<file path="src/rtl/vec_mem_unit.sv">
// vec_mem_unit: VLD/VST memory-side executor. It moves one LANES x DW vector between the
// vector datapath and a word-addressed data memory, one lane per handshake. Optional feature macro: VMEM_TIMEOUT_EN.
module vec_mem_unit #(
    parameter int LANES   = 16,
    parameter int DW      = 16,
    parameter int AW      = 16,
    parameter int TIMEOUT = 255
) (
    input  logic                clk,
    input  logic                rst_n,
    input  logic                start,
    input  logic                op,
    input  logic [AW-1:0]       base_addr,
    input  logic [LANES*DW-1:0] st_data,
    output logic [LANES*DW-1:0] ld_data,
    output logic                busy,
    output logic                done,
    output logic                err,
    output logic                mem_re,
    output logic                mem_we,
    output logic [AW-1:0]       mem_addr,
    output logic [DW-1:0]       mem_wdata,
    input  logic [DW-1:0]       mem_rdata,
    input  logic                mem_ack
);
    localparam int LW = (LANES > 1) ? $clog2(LANES) : 1;
    localparam logic [LW-1:0] LAST_LANE = LW'(LANES - 1);

    typedef enum logic [1:0] {
        IDLE   = 2'd0,
        ACCESS = 2'd1,
        FINISH = 2'd2
    } state_t;

    if (TIMEOUT < 1) begin : g_timeout_chk
        $error("vec_mem_unit: TIMEOUT must be at least 1");
    end

    state_t              state_q, state_d;
    logic [LW-1:0]       lane_q, lane_d;
    logic                op_q, op_d;
    logic                re_q, re_d;
    logic                we_q, we_d;
    logic [AW-1:0]       addr_q, addr_d;
    logic [DW-1:0]       wdata_q, wdata_d;
    logic                done_q, done_d;
    logic [LANES*DW-1:0] ld_q, ld_d;

    logic [AW-1:0]       base_q;
    logic [LANES*DW-1:0] st_q;
    logic [LANES*DW-1:0] shadow_q, shadow_d;

    logic capture;
    logic req;
    logic req_ack;

`ifdef VMEM_TIMEOUT_EN
    localparam int TW = $clog2(TIMEOUT + 1);
    logic [TW-1:0] wait_q, wait_d;
    logic          err_q, err_d;
    logic          timeout;

    assign timeout = req && !mem_ack && (wait_q == TW'(TIMEOUT - 1));
`endif

    assign capture = (state_q == IDLE) && start;
    assign req     = re_q || we_q;
    assign req_ack = req && mem_ack;

    // The last lane is merged in so ld_data is complete in the same cycle as done.
    always_comb begin
        shadow_d = shadow_q;
        if (req_ack && !op_q) begin
            shadow_d[int'(lane_q)*DW +: DW] = mem_rdata;
        end
    end

    always_comb begin
        state_d = state_q;
        lane_d  = lane_q;
        op_d    = op_q;
        re_d    = re_q;
        we_d    = we_q;
        addr_d  = addr_q;
        wdata_d = wdata_q;
        done_d  = 1'b0;
        ld_d    = ld_q;
`ifdef VMEM_TIMEOUT_EN
        wait_d  = wait_q;
        err_d   = 1'b0;
`endif
        unique case (state_q)
            IDLE: begin
                if (start) begin
                    state_d = ACCESS;
                    lane_d  = '0;
                    op_d    = op;
                end
            end
            ACCESS: begin
                if (req_ack) begin
                    // Request drops for one cycle so every lane gets a fresh handshake.
                    re_d   = 1'b0;
                    we_d   = 1'b0;
                    lane_d = lane_q + 1'b1;
                    if (lane_q == LAST_LANE) begin
                        state_d = FINISH;
                        done_d  = 1'b1;
                        if (!op_q) begin
                            ld_d = shadow_d;
                        end
                    end
                end else if (!req) begin
                    re_d    = !op_q;
                    we_d    = op_q;
                    addr_d  = base_q + AW'(lane_q);
                    wdata_d = st_q[int'(lane_q)*DW +: DW];
`ifdef VMEM_TIMEOUT_EN
                    wait_d  = '0;
`endif
                end
`ifdef VMEM_TIMEOUT_EN
                else if (timeout) begin
                    re_d    = 1'b0;
                    we_d    = 1'b0;
                    state_d = FINISH;
                    done_d  = 1'b1;
                    err_d   = 1'b1;
                end else begin
                    wait_d = wait_q + 1'b1;
                end
`endif
            end
            FINISH: begin
                state_d = IDLE;
            end
            default: begin
                state_d = IDLE;
            end
        endcase
    end

    always_ff @(posedge clk or negedge rst_n) begin
        if (!rst_n) begin
            state_q <= IDLE;
            lane_q  <= '0;
            op_q    <= 1'b0;
            re_q    <= 1'b0;
            we_q    <= 1'b0;
            addr_q  <= '0;
            wdata_q <= '0;
            done_q  <= 1'b0;
            ld_q    <= '0;
        end else begin
            state_q <= state_d;
            lane_q  <= lane_d;
            op_q    <= op_d;
            re_q    <= re_d;
            we_q    <= we_d;
            addr_q  <= addr_d;
            wdata_q <= wdata_d;
            done_q  <= done_d;
            ld_q    <= ld_d;
        end
    end

    // Operand captures and the load shadow need no reset; they are always rewritten before use.
    always_ff @(posedge clk) begin
        if (capture) begin
            base_q <= base_addr;
            st_q   <= st_data;
        end
        shadow_q <= shadow_d;
    end

`ifdef VMEM_TIMEOUT_EN
    always_ff @(posedge clk or negedge rst_n) begin
        if (!rst_n) begin
            wait_q <= '0;
            err_q  <= 1'b0;
        end else begin
            wait_q <= wait_d;
            err_q  <= err_d;
        end
    end

    assign err = err_q;
`else
    assign err = 1'b0;
`endif

    assign ld_data   = ld_q;
    assign busy      = (state_q == ACCESS);
    assign done      = done_q;
    assign mem_re    = re_q;
    assign mem_we    = we_q;
    assign mem_addr  = addr_q;
    assign mem_wdata = wdata_q;

endmodule

</file>
<file path="config.mk">
export PLATFORM = sky130hd
export DESIGN_NAME = vec_mem_unit
export DESIGN_NICKNAME = d
export VERILOG_FILES = /design/src/rtl/vec_mem_unit.sv
export SDC_FILE = /design/constraint.sdc
export NUM_CORES = 1
export LEC_CHECK = 0
export BUFFER_PORTS_ARGS = -buffer_cell sky130_fd_sc_hd__buf_2
export CAP_MARGIN = 0
export CORE_AREA = 3 3 257 259
export DETAILED_ROUTE_END_ITERATION = 12
export DIE_AREA = 0 0 260 262
export GPL_ROUTABILITY_DRIVEN = 0
export PLACE_DENSITY = 0.69
export SYNTH_ARGS = -nofsm -noshare
export SYNTH_HDL_FRONTEND = slang
export SYNTH_SLANG_ARGS = --single-unit
export TNS_END_PERCENT = 50
</file>
<file path="constraint.sdc">
create_clock -name clk -period 26.5 [get_ports clk]
set_input_delay 1.325 -clock clk [delete_from_list [all_inputs] [get_ports clk]]
set_output_delay 1.325 -clock clk [all_outputs]
set_load 0.02 [all_outputs]
</file>
==> qor.yml <==
drive_gt1_share_pct: 26.6
syn_inst: 2738
clock-root-buffer: "clkbuf_16"
ys_seq_area_share_pct: 65.1
grt_antenna_before_repair: 23
slew_violations: 0
cts_buffers: 85
cts_sinks: 826
die-area_sq_um: 68100
placedCellCount: 3997
core_sq_um: 64100
drc: 0
pwr_density_cell_nw_per_um2: 119
status: "finished clean"
p_seq_share_pct: 39.1
worst_hold_slack_ns: 0.441
grt_usage_pct: 28.8
worstSkewPairLatency_ns: 0.63
ant_nets: 0
switching_share_pct: 38.4
finalSetupViolCount: 0
cts_resized: 0
final_cells: 4167
r2r_slack_ns: 21.06
worst_setup_path_start_kind: "flip-flop"
p_int_uw: 2810
grt_overflow: 0
clockBufferDepth: 3
wl_per_cell_um: 24.3
switching_power_uw: 1750
utilization_pct: 59.7
synth_top_area_share_pct: 25.6
yosys.cell_types.count: 72
p_leak_uw: 0.0171
ys_async_sr_fraction_pct: 36.1
path_clk_slew_ns: 0.06
place_ws_ns: 21.08
finClkSkew_ns: 0.0222
period_needed_ns: 5.44
ff2ff_path_depth: 7
rsz0062_at_grt: "false"
dp_hpwl_um: 70400
hold_buffers: 0
required_ns: 27.01
drt-initial-drc-count: 2862
grt_pass1_wl_um: 148000
critical_path_class: "flip-flop to flip-flop"
start_util_pct: 49.7
cp-endpoint: "ld_data[147]"
setup_tns_ns: 0
timing.final.crit_share_pct: 20.5
synth_edf_count: 272
die_x_um: 260
post_cts_buffers: 0
synth_seq_cells: 826
setup_ws_ns: 21.06
first_pass_iters: 6
grt_pass1_vias: 23701
final_net_count: 3530
fillers: 5138
port_buffers: 584
relSlewSlack_pct: 12.5
worstPathMaxFanout: 55
rr_endpoint: "ld_data[147]"
synthToLayoutAreaGrowth_pct: 20.0
h-tree-depth: 3
crit_path_start: "lane_q[0]"
row_count: 93
num_io_pins: 586
synthTopCellsByArea: "edfxtp_1, dfrtp_1, dfxtp_1"
syn_avg_cell_area_sq_um: 11.6
regArea_sq_um: 20800
rr_startpoint: "lane_q[0]"
peakVddDrop_uv: 73.8
vias: 24675
hp-class: "flip-flop to flip-flop"
viasPerCell: 5.92
report.final.hold_viol_count: 0
worst_pin_slew_ns: 1.31
maxCapViolations: 0
max_freq_mhz: 184
cts_tree: "done"
multi_input_area_sq_um: 10200
clockPowerShare_pct: 27.0
chipHeight_um: 262
synthFlopType: "dfrtp_1"
wirelength_um: 101000
yosys.area.top_type: "edfxtp_1"
synth_area_sq_um: 31900
grt_max_degree: 126
yosysWarnings: 0
combPwrFrac_pct: 33.9
syn_nets: 3039
arrival_ns: 5.96
end_kind: "flip-flop"
## sequential cells by signal (all words and copies together) (netlist names), 2 cells and up
name	cells
ld_data	256
mem_wdata	16
lane_q	4
base_q	16
state_q	2
st_q	256
shadow_q	256
mem_addr	16
## how the worst min path moves through the flow
stage / cells past startpoint / endpoint / start / slack [ns]
finish: 2 / ld_data[13] / shadow_q[13] / 0.44
global route: 2 / ld_data[13] / shadow_q[13] / 0.46
CTS: 2 / ld_data[12] / shadow_q[12] / 0.44
detailed placement: 2 / ld_data[12] / shadow_q[12] / 0.43
global placement: 2 / ld_data[6] / shadow_q[6] / 0.42
floorplan: 2 / ld_data[0] / shadow_q[0] / 0.41
## worst max-delay path, cell delays in order (launching register included)
cell and delay [ns]:
dfrtp_4 0.79, inv_1 0.60, ha_2 1.20, clkinv_1 0.87
a2111oi_4 0.43, buf_4 0.53, nand2_1 0.52, o211ai_1 0.35
## power by group through the flow
stage	combinational (uW)	sequential [uW]	clock, uW
after floorplan	834	1940	0
after global placement	1520	1790	0
after detailed placement	1540	1800	0
after CTS	1550	1780	1250
after global routing	1660	1810	1300
final	1550	1780	1230
## cell usage in the layout (no fill, tap or decap), drive strengths merged, types with 3 or more instances in the layout
master      n
edfxtp    272
clkbuf    122
nand2b     20
buf       621
clkinvlp    4
o311ai     15
nor4b      13
diode      13
dfrtp     298
o22ai      16
bufinv      9
mux4       63
nor2      286
and2        4
ha          7
mux2i      18
o31ai      19
a21boi      3
nor3       44
a211oi     19
xor2        3
nand3     164
mux2       34
nor4        5
nand2     330
dfxtp     256
clkinv     22
o21ai     226
and3       19
xnor2       5
nand4      66
a21oi       4
or3        19
inv        14
or4         3
a31oi     229
o211ai     21
## kinds of logic after synthesis
logic type                 synth area share, %
AOI/OAI and AO/OA                         10.8
muxes                                     6.32
other                                   0.0118
and+or+nand+nor                           14.1
adders and majority gates                0.337
buffers and inverters                     3.14
DFF                                       65.1
xor gates and xnor gates                 0.279
## Yosys cell counts (all sizes together) (3+ instances only)
master / number
nor4b: 13
or3: 19
edfxtp: 272
nor3: 44
o21ai: 226
o31ai: 19
nor2: 286
a31oi: 229
a21boi: 3
a21oi: 4
nand4: 66
a211oi: 19
o211ai: 21
and2: 4
inv: 13
nor4: 5
mux2i: 18
mux4: 63
dfxtp: 256
xor2: 3
mux2: 34
and3: 19
ha: 7
nand2: 330
buf: 101
xnor2: 5
nand3: 164
o311ai: 15
o22ai: 16
dfrtp: 298
clkbuf: 116
or4: 3
nand2b: 20
## metal layers
metal  vias to the layer above  track usage (%)  share of wire, %
li1                      11023                -                 -
met1                     12118             35.9                37
met2                      1278             47.9                49
met3                       246             6.63               8.7
met4                        10             13.6               4.8
met5                         -                0             0.066
## area by class of cell
cell class	count	share of cell area, %
Multi-Input combinational cell	1681	26.8
Inverter	14	0.137
Timing Repair Buffer	621	8.39
Sequential cell	826	54.2
Antenna cell	13	0.0850
Clock buffer	122	6.44
Tap cell	855	2.80
Clock inverter	35	1.16
## metrics by stage
step                total power [uW]  cell area [sq um]
floorplan                       2770              31900
global placement                3300              35300
detailed placement              3350              35300
CTS                             4580              38200
global route                    4770              38300
finish                          4570              38300
No activity file was read; power rests on OpenSTA's default activity.
